`src/rtl/alu_cmd_ctrl.sv`:
```
// Command sequencer between the UART byte stream and the ALU: parses operand and
// function bytes, fires the ALU once, then returns the 16-bit result LSB-first.
`timescale 1ns/1ps
module alu_cmd_ctrl #(
  parameter int                DATA_W      = 8,
  parameter logic [DATA_W-1:0] CMD_ALU_OP  = 8'hCC,
  parameter logic [DATA_W-1:0] CMD_ALU_NOP = 8'hDD,
  parameter int                TIMEOUT     = 16
) (
  input  logic                clk,
  input  logic                rst,
  input  logic [DATA_W-1:0]   rxData,
  input  logic                rxValid,
  output logic [DATA_W-1:0]   aluOpA,
  output logic [DATA_W-1:0]   aluOpB,
  output logic [3:0]          aluFunc,
  output logic                aluEn,
  input  logic [2*DATA_W-1:0] aluOut,
  input  logic                aluOutValid,
  output logic [DATA_W-1:0]   txData,
  output logic                txValid,
  input  logic                txBusy,
  output logic                cmdErr
);

  localparam int CNT_W = $clog2(TIMEOUT);

  typedef enum logic [2:0] {
    IDLE, GET_A, GET_B, GET_FUNC, ALU_EXEC, WAIT_RES, SEND_LO, SEND_HI
  } state_t;

  state_t state_q, state_d;

  logic [DATA_W-1:0]   aluOpA_q, aluOpA_d;
  logic [DATA_W-1:0]   aluOpB_q, aluOpB_d;
  logic [3:0]          aluFunc_q, aluFunc_d;
  logic                aluEn_q, aluEn_d;
  logic [DATA_W-1:0]   txData_q, txData_d;
  logic                txValid_q, txValid_d;
  logic                cmdErr_q, cmdErr_d;
  logic [2*DATA_W-1:0] result_q, result_d;
  logic [CNT_W-1:0]    tcnt_q, tcnt_d;

  logic             func_ok;
  logic             tx_ready;
  logic [CNT_W-1:0] tcnt_inc;
  logic             timeout_hit;

  assign func_ok     = (rxData[DATA_W-1:4] == '0);
  // The strobe cycle itself blocks the next send, so txValid never repeats back-to-back.
  assign tx_ready    = !txBusy && !txValid_q;
  assign tcnt_inc    = tcnt_q + 1'b1;
  assign timeout_hit = (tcnt_inc == CNT_W'(TIMEOUT - 1));

  always_ff @(posedge clk or posedge rst) begin
    if (rst) state_q <= IDLE;
    else     state_q <= state_d;
  end

  always_comb begin
    state_d = state_q;
    case (state_q)
      IDLE: begin
        if (rxValid && rxData == CMD_ALU_OP)       state_d = GET_A;
        else if (rxValid && rxData == CMD_ALU_NOP) state_d = GET_FUNC;
      end
      GET_A:    if (rxValid) state_d = GET_B;
      GET_B:    if (rxValid) state_d = GET_FUNC;
      GET_FUNC: if (rxValid) state_d = func_ok ? ALU_EXEC : IDLE;
      ALU_EXEC: state_d = WAIT_RES;
      WAIT_RES: begin
        if (aluOutValid)      state_d = SEND_LO;
        else if (timeout_hit) state_d = IDLE;
      end
      SEND_LO:  if (tx_ready) state_d = SEND_HI;
      SEND_HI:  if (tx_ready) state_d = IDLE;
      default:  state_d = IDLE;
    endcase
  end

  always_comb begin
    aluOpA_d  = aluOpA_q;
    aluOpB_d  = aluOpB_q;
    aluFunc_d = aluFunc_q;
    aluEn_d   = 1'b0;
    txData_d  = txData_q;
    txValid_d = 1'b0;
    cmdErr_d  = 1'b0;
    result_d  = result_q;
    tcnt_d    = tcnt_q;
    case (state_q)
      IDLE: begin
        if (rxValid && rxData != CMD_ALU_OP && rxData != CMD_ALU_NOP) cmdErr_d = 1'b1;
      end
      GET_A: if (rxValid) aluOpA_d = rxData;
      GET_B: if (rxValid) aluOpB_d = rxData;
      GET_FUNC: begin
        if (rxValid) begin
          if (func_ok) begin
            aluFunc_d = rxData[3:0];
            aluEn_d   = 1'b1;
          end else begin
            cmdErr_d  = 1'b1;
          end
        end
      end
      ALU_EXEC: tcnt_d = '0;
      WAIT_RES: begin
        if (aluOutValid) begin
          result_d = aluOut;
        end else begin
          tcnt_d = tcnt_inc;
          if (timeout_hit) cmdErr_d = 1'b1;
        end
      end
      SEND_LO: begin
        if (tx_ready) begin
          txData_d  = result_q[DATA_W-1:0];
          txValid_d = 1'b1;
        end
      end
      SEND_HI: begin
        if (tx_ready) begin
          txData_d  = result_q[2*DATA_W-1:DATA_W];
          txValid_d = 1'b1;
        end
      end
      default: ;
    endcase
  end

  always_ff @(posedge clk or posedge rst) begin
    if (rst) begin
      aluOpA_q  <= '0;
      aluOpB_q  <= '0;
      aluFunc_q <= '0;
      aluEn_q   <= 1'b0;
      txData_q  <= '0;
      txValid_q <= 1'b0;
      cmdErr_q  <= 1'b0;
      result_q  <= '0;
      tcnt_q    <= '0;
    end else begin
      aluOpA_q  <= aluOpA_d;
      aluOpB_q  <= aluOpB_d;
      aluFunc_q <= aluFunc_d;
      aluEn_q   <= aluEn_d;
      txData_q  <= txData_d;
      txValid_q <= txValid_d;
      cmdErr_q  <= cmdErr_d;
      result_q  <= result_d;
      tcnt_q    <= tcnt_d;
    end
  end

  assign aluOpA  = aluOpA_q;
  assign aluOpB  = aluOpB_q;
  assign aluFunc = aluFunc_q;
  assign aluEn   = aluEn_q;
  assign txData  = txData_q;
  assign txValid = txValid_q;
  assign cmdErr  = cmdErr_q;

endmodule

```
`config.mk`:
```
export PLATFORM = sky130hd
export DESIGN_NAME = alu_cmd_ctrl
export DESIGN_NICKNAME = d
export VERILOG_FILES = /design/src/rtl/alu_cmd_ctrl.sv
export SDC_FILE = /design/constraint.sdc
export NUM_CORES = 1
export LEC_CHECK = 0
export BUFFER_PORTS_ARGS = -buffer_cell sky130_fd_sc_hd__buf_4
export CAP_MARGIN = 20
export CORE_MARGIN = 2
export CORE_UTILIZATION = 41
export DETAILED_ROUTE_END_ITERATION = 10
export SLEW_MARGIN = 20
export SYNTH_ARGS = -nofsm -noshare
export SYNTH_HDL_FRONTEND = slang
export SYNTH_SLANG_ARGS = --single-unit
```
`constraint.sdc`:
```
create_clock -name clk -period 2.2 [get_ports clk]
set_input_delay 0.11 -clock clk [delete_from_list [all_inputs] [get_ports clk]]
set_output_delay 0.11 -clock clk [all_outputs]
set_load 0.02 [all_outputs]
```
==> run metrics <==
Area contributors post-synth dfrtp_1 56%, mux2_2 17%, mux2i_1 3.3%, a21oi_1 2.1%, nor2_1 1.5%; vias per cell between 4 and 5; DRC errors left 0; worst-path cell chain nand2_1, nor3_4, mux2_2; H-tree levels 2; Async S/R FF share, synth 1.000; compound-gate portion of the synthesized area 0.08157; slack of the critical path just over 500 ps; post-cts repair resize count 0; WL final approximately 4.6 mm; Pre-Repair DR Iteration Count 4; area of the die 6542 µm²; Worst setup EP type flop; area leader, netlist dfrtp_1; Seq/Total Area, Yosys 0.5576; first-pass GRT wire length 7.907 mm; Worst-Margin Slew 666.6 ps; clk root buf clkbuf_8; largest family of logic cells by synthesized area multiplexers; clock buffer depth 2; kind of critical path flop to flop; fin crit share 0.7638; Worst Path Buf+Inv 0; CP required about 2400 ps; Most used DFF post-synth dfrtp_1; delay-heaviest family, CP flip-flops; nets around 290; PD cells between 1000 and 1500 nW/µm²; I/O pin cnt 60; Max Cap Violations 0; slowest stage cell, crit path dfrtp_1; share of synthesized cell area in full adder, half adder and majority cells 0.01033; failing checks hold timing; pre-CTS WS 511.5 ps; final cell count without fillers 330; initial drt markers 81; register bit total from synthesis between 50 and 60; Syn Nets 220; FP Rows 28; synth warn 0; Crit Path Max Fanout 18; RSZ-0062 raised after global routing false; Post-Syn Area around 2400 µm²; Finish-stage setup viols 0; slowest stage delay, CP roughly 680 ps; Slew HR 0.5556; area delta synth->final 26.23%; initial antenna violation count 0; post-synthesis simple-gate area fraction 0.1089; Num CTS Buffers 5; synth unique cells 43; status finished with violations; starting density of the core 0.4167; leakage 1.524 nW; post-DP HPWL approximately 3.4 mm; Reg clk slew, reported paths 90 ps; FF-to-FF setup slack ~520 ps; number of buffers added on ports 59; Die Wd 80.89 µm; Sink Count 54; Fillers roughly 540; HP Class input pin to asynchronous set/reset pin; mux contribution to synthesized area 0.2050; Syn Inst Count 189; number of global-route vias before repair roughly 1700; Hold Buf Count CTS 0; Post CTS Setup Buffer Count 0; via count about 1600; top-area cell type share of the netlist area 0.5576; antenna-violating nets left 0; wire length per cell approximately 14 µm; VDD IR max between 0.5 and 0.6 mV; fmax 595.1 MHz; syn avg cell area ~13 µm²; GRT Total Usage 0.1570; DP Cell Count 322; largest net degree at the start of global routing 55; TNS Setup 0 ps; die height 80.89 µm; Post-synth EDFFs 0; CTS tree built; Critical Path AT about 1900 ps; Fin. Hold Viols 13; Final Skew approximately 11 ps; antenna cell count 0; GP Congestion between 0.7 and 0.8; proportion of layout cells with a drive suffix above 1 0.4549; clk_lat worst skew about 290 ps; max-slew violations 0; gr ovfl total 0; final worst path period need 1680 ps; placed inst area slightly below 3000 µm²; startpoint types flop; Core ar. around 5800 µm²; Design Area, Final 3059 µm²; Hold Slack -22.48 ps; Synth Area in XOR/XNOR 0.007228
## stage by stage
step	total power [W]	utilization	hold WS [ps]
2_1_floorplan	0.002302	-	260.4
3_3_place_gp	0.002819	0.5077	342.8
3_5_place_dp	0.002837	0.5077	346.2
4_1_cts	0.003483	0.5260	16.71
5_1_grt	0.003672	0.5260	21.95
6_report	0.003437	0.5260	-22.48
## cells in the mapped netlist, drive strengths merged (3+ instances only)
master	number
mux2	37
dfrtp	54
nand3	4
o21ai	4
nor2	10
a22o	3
nand2	9
mux2i	8
a21oi	10
buf	6
inv	5
nor3	5
## final cells by class
class                      count  area [µm²]  share of cell area
clock buffer                   7       76.32             0.02495
clock inverter                 1       30.03            0.009816
inverter                       5       18.77            0.006135
multi-input combinational    123        1001              0.3272
sequential                    54        1351              0.4417
tap                           75       93.84             0.03067
timing repair buffer          65       488.0              0.1595
## cell usage in the layout (no fill, tap or decap), types with 5 or more instances in the layout
cell type / Yosys / final
buf_4: 0 / 65
dfrtp_1: 54 / 54
mux2_2: 37 / 37
nor2_1: 10 / 10
a21oi_1: 10 / 10
nand2_1: 9 / 9
mux2i_1: 8 / 8
clkbuf_8: 0 / 5
## registers in the layout, indices dropped and copies added (netlist names)
| signal | count |
|---|---|
| result_q | 16 |
| aluOpA | 8 |
| aluOpB | 8 |
| txData | 8 |
| aluFunc | 4 |
| tcnt_q | 4 |
| state_q | 3 |
| aluEn | 1 |
| cmdErr | 1 |
| txValid | 1 |
## worst min-delay path: cells and delay by family
family	cells	cell delay, ps
buf+inv	3	660
## logic make-up (layout without fill, tap and decap cells)
group,Yosys count,in the layout
flip-flops,54,54
XOR/XNOR,2,2
AND/OR/NAND/NOR,44,44
AO/OA/AOI/OAI,30,30
buffers and inverters,12,78
adder cells (fa/ha/maj),2,2
multiplexers,45,45
## power by group
group          leakage (nW)  internal (W)  total [W]  switching [W]
sequential            0.692       0.00128    0.00151       0.000231
clock                0.0524      0.000341   0.000637       0.000296
combinational         0.780      0.000645    0.00129       0.000641
total                  1.52       0.00227    0.00344        0.00117
## per-layer routing
metal / part of all wire / up-vias / global-route usage
li1: - / 809 / -
met1: 0.49 / 801 / 0.2203
met2: 0.47 / 37 / 0.2438
met3: 0.040 / 2 / 0.04000
met4: 0.0045 / 0 / 0.04068
met5: 0 / - / 0
## worst paths after layout
kind / depth (start not counted) / startpoint / end
hold reg to reg: 1 / result_q[12] / result_q[12]
hold / removal: 3 / rst / aluOpB[5]
min in group clk: 2 / aluOut[5] / result_q[5]
max in group asynchronous: 3 / rst / result_q[3]
setup reg to reg: 3 / state_q[0] / aluFunc[0]
setup / recovery: 3 / state_q[0] / aluFunc[0]
No activity file was read; power rests on OpenSTA's default activity.
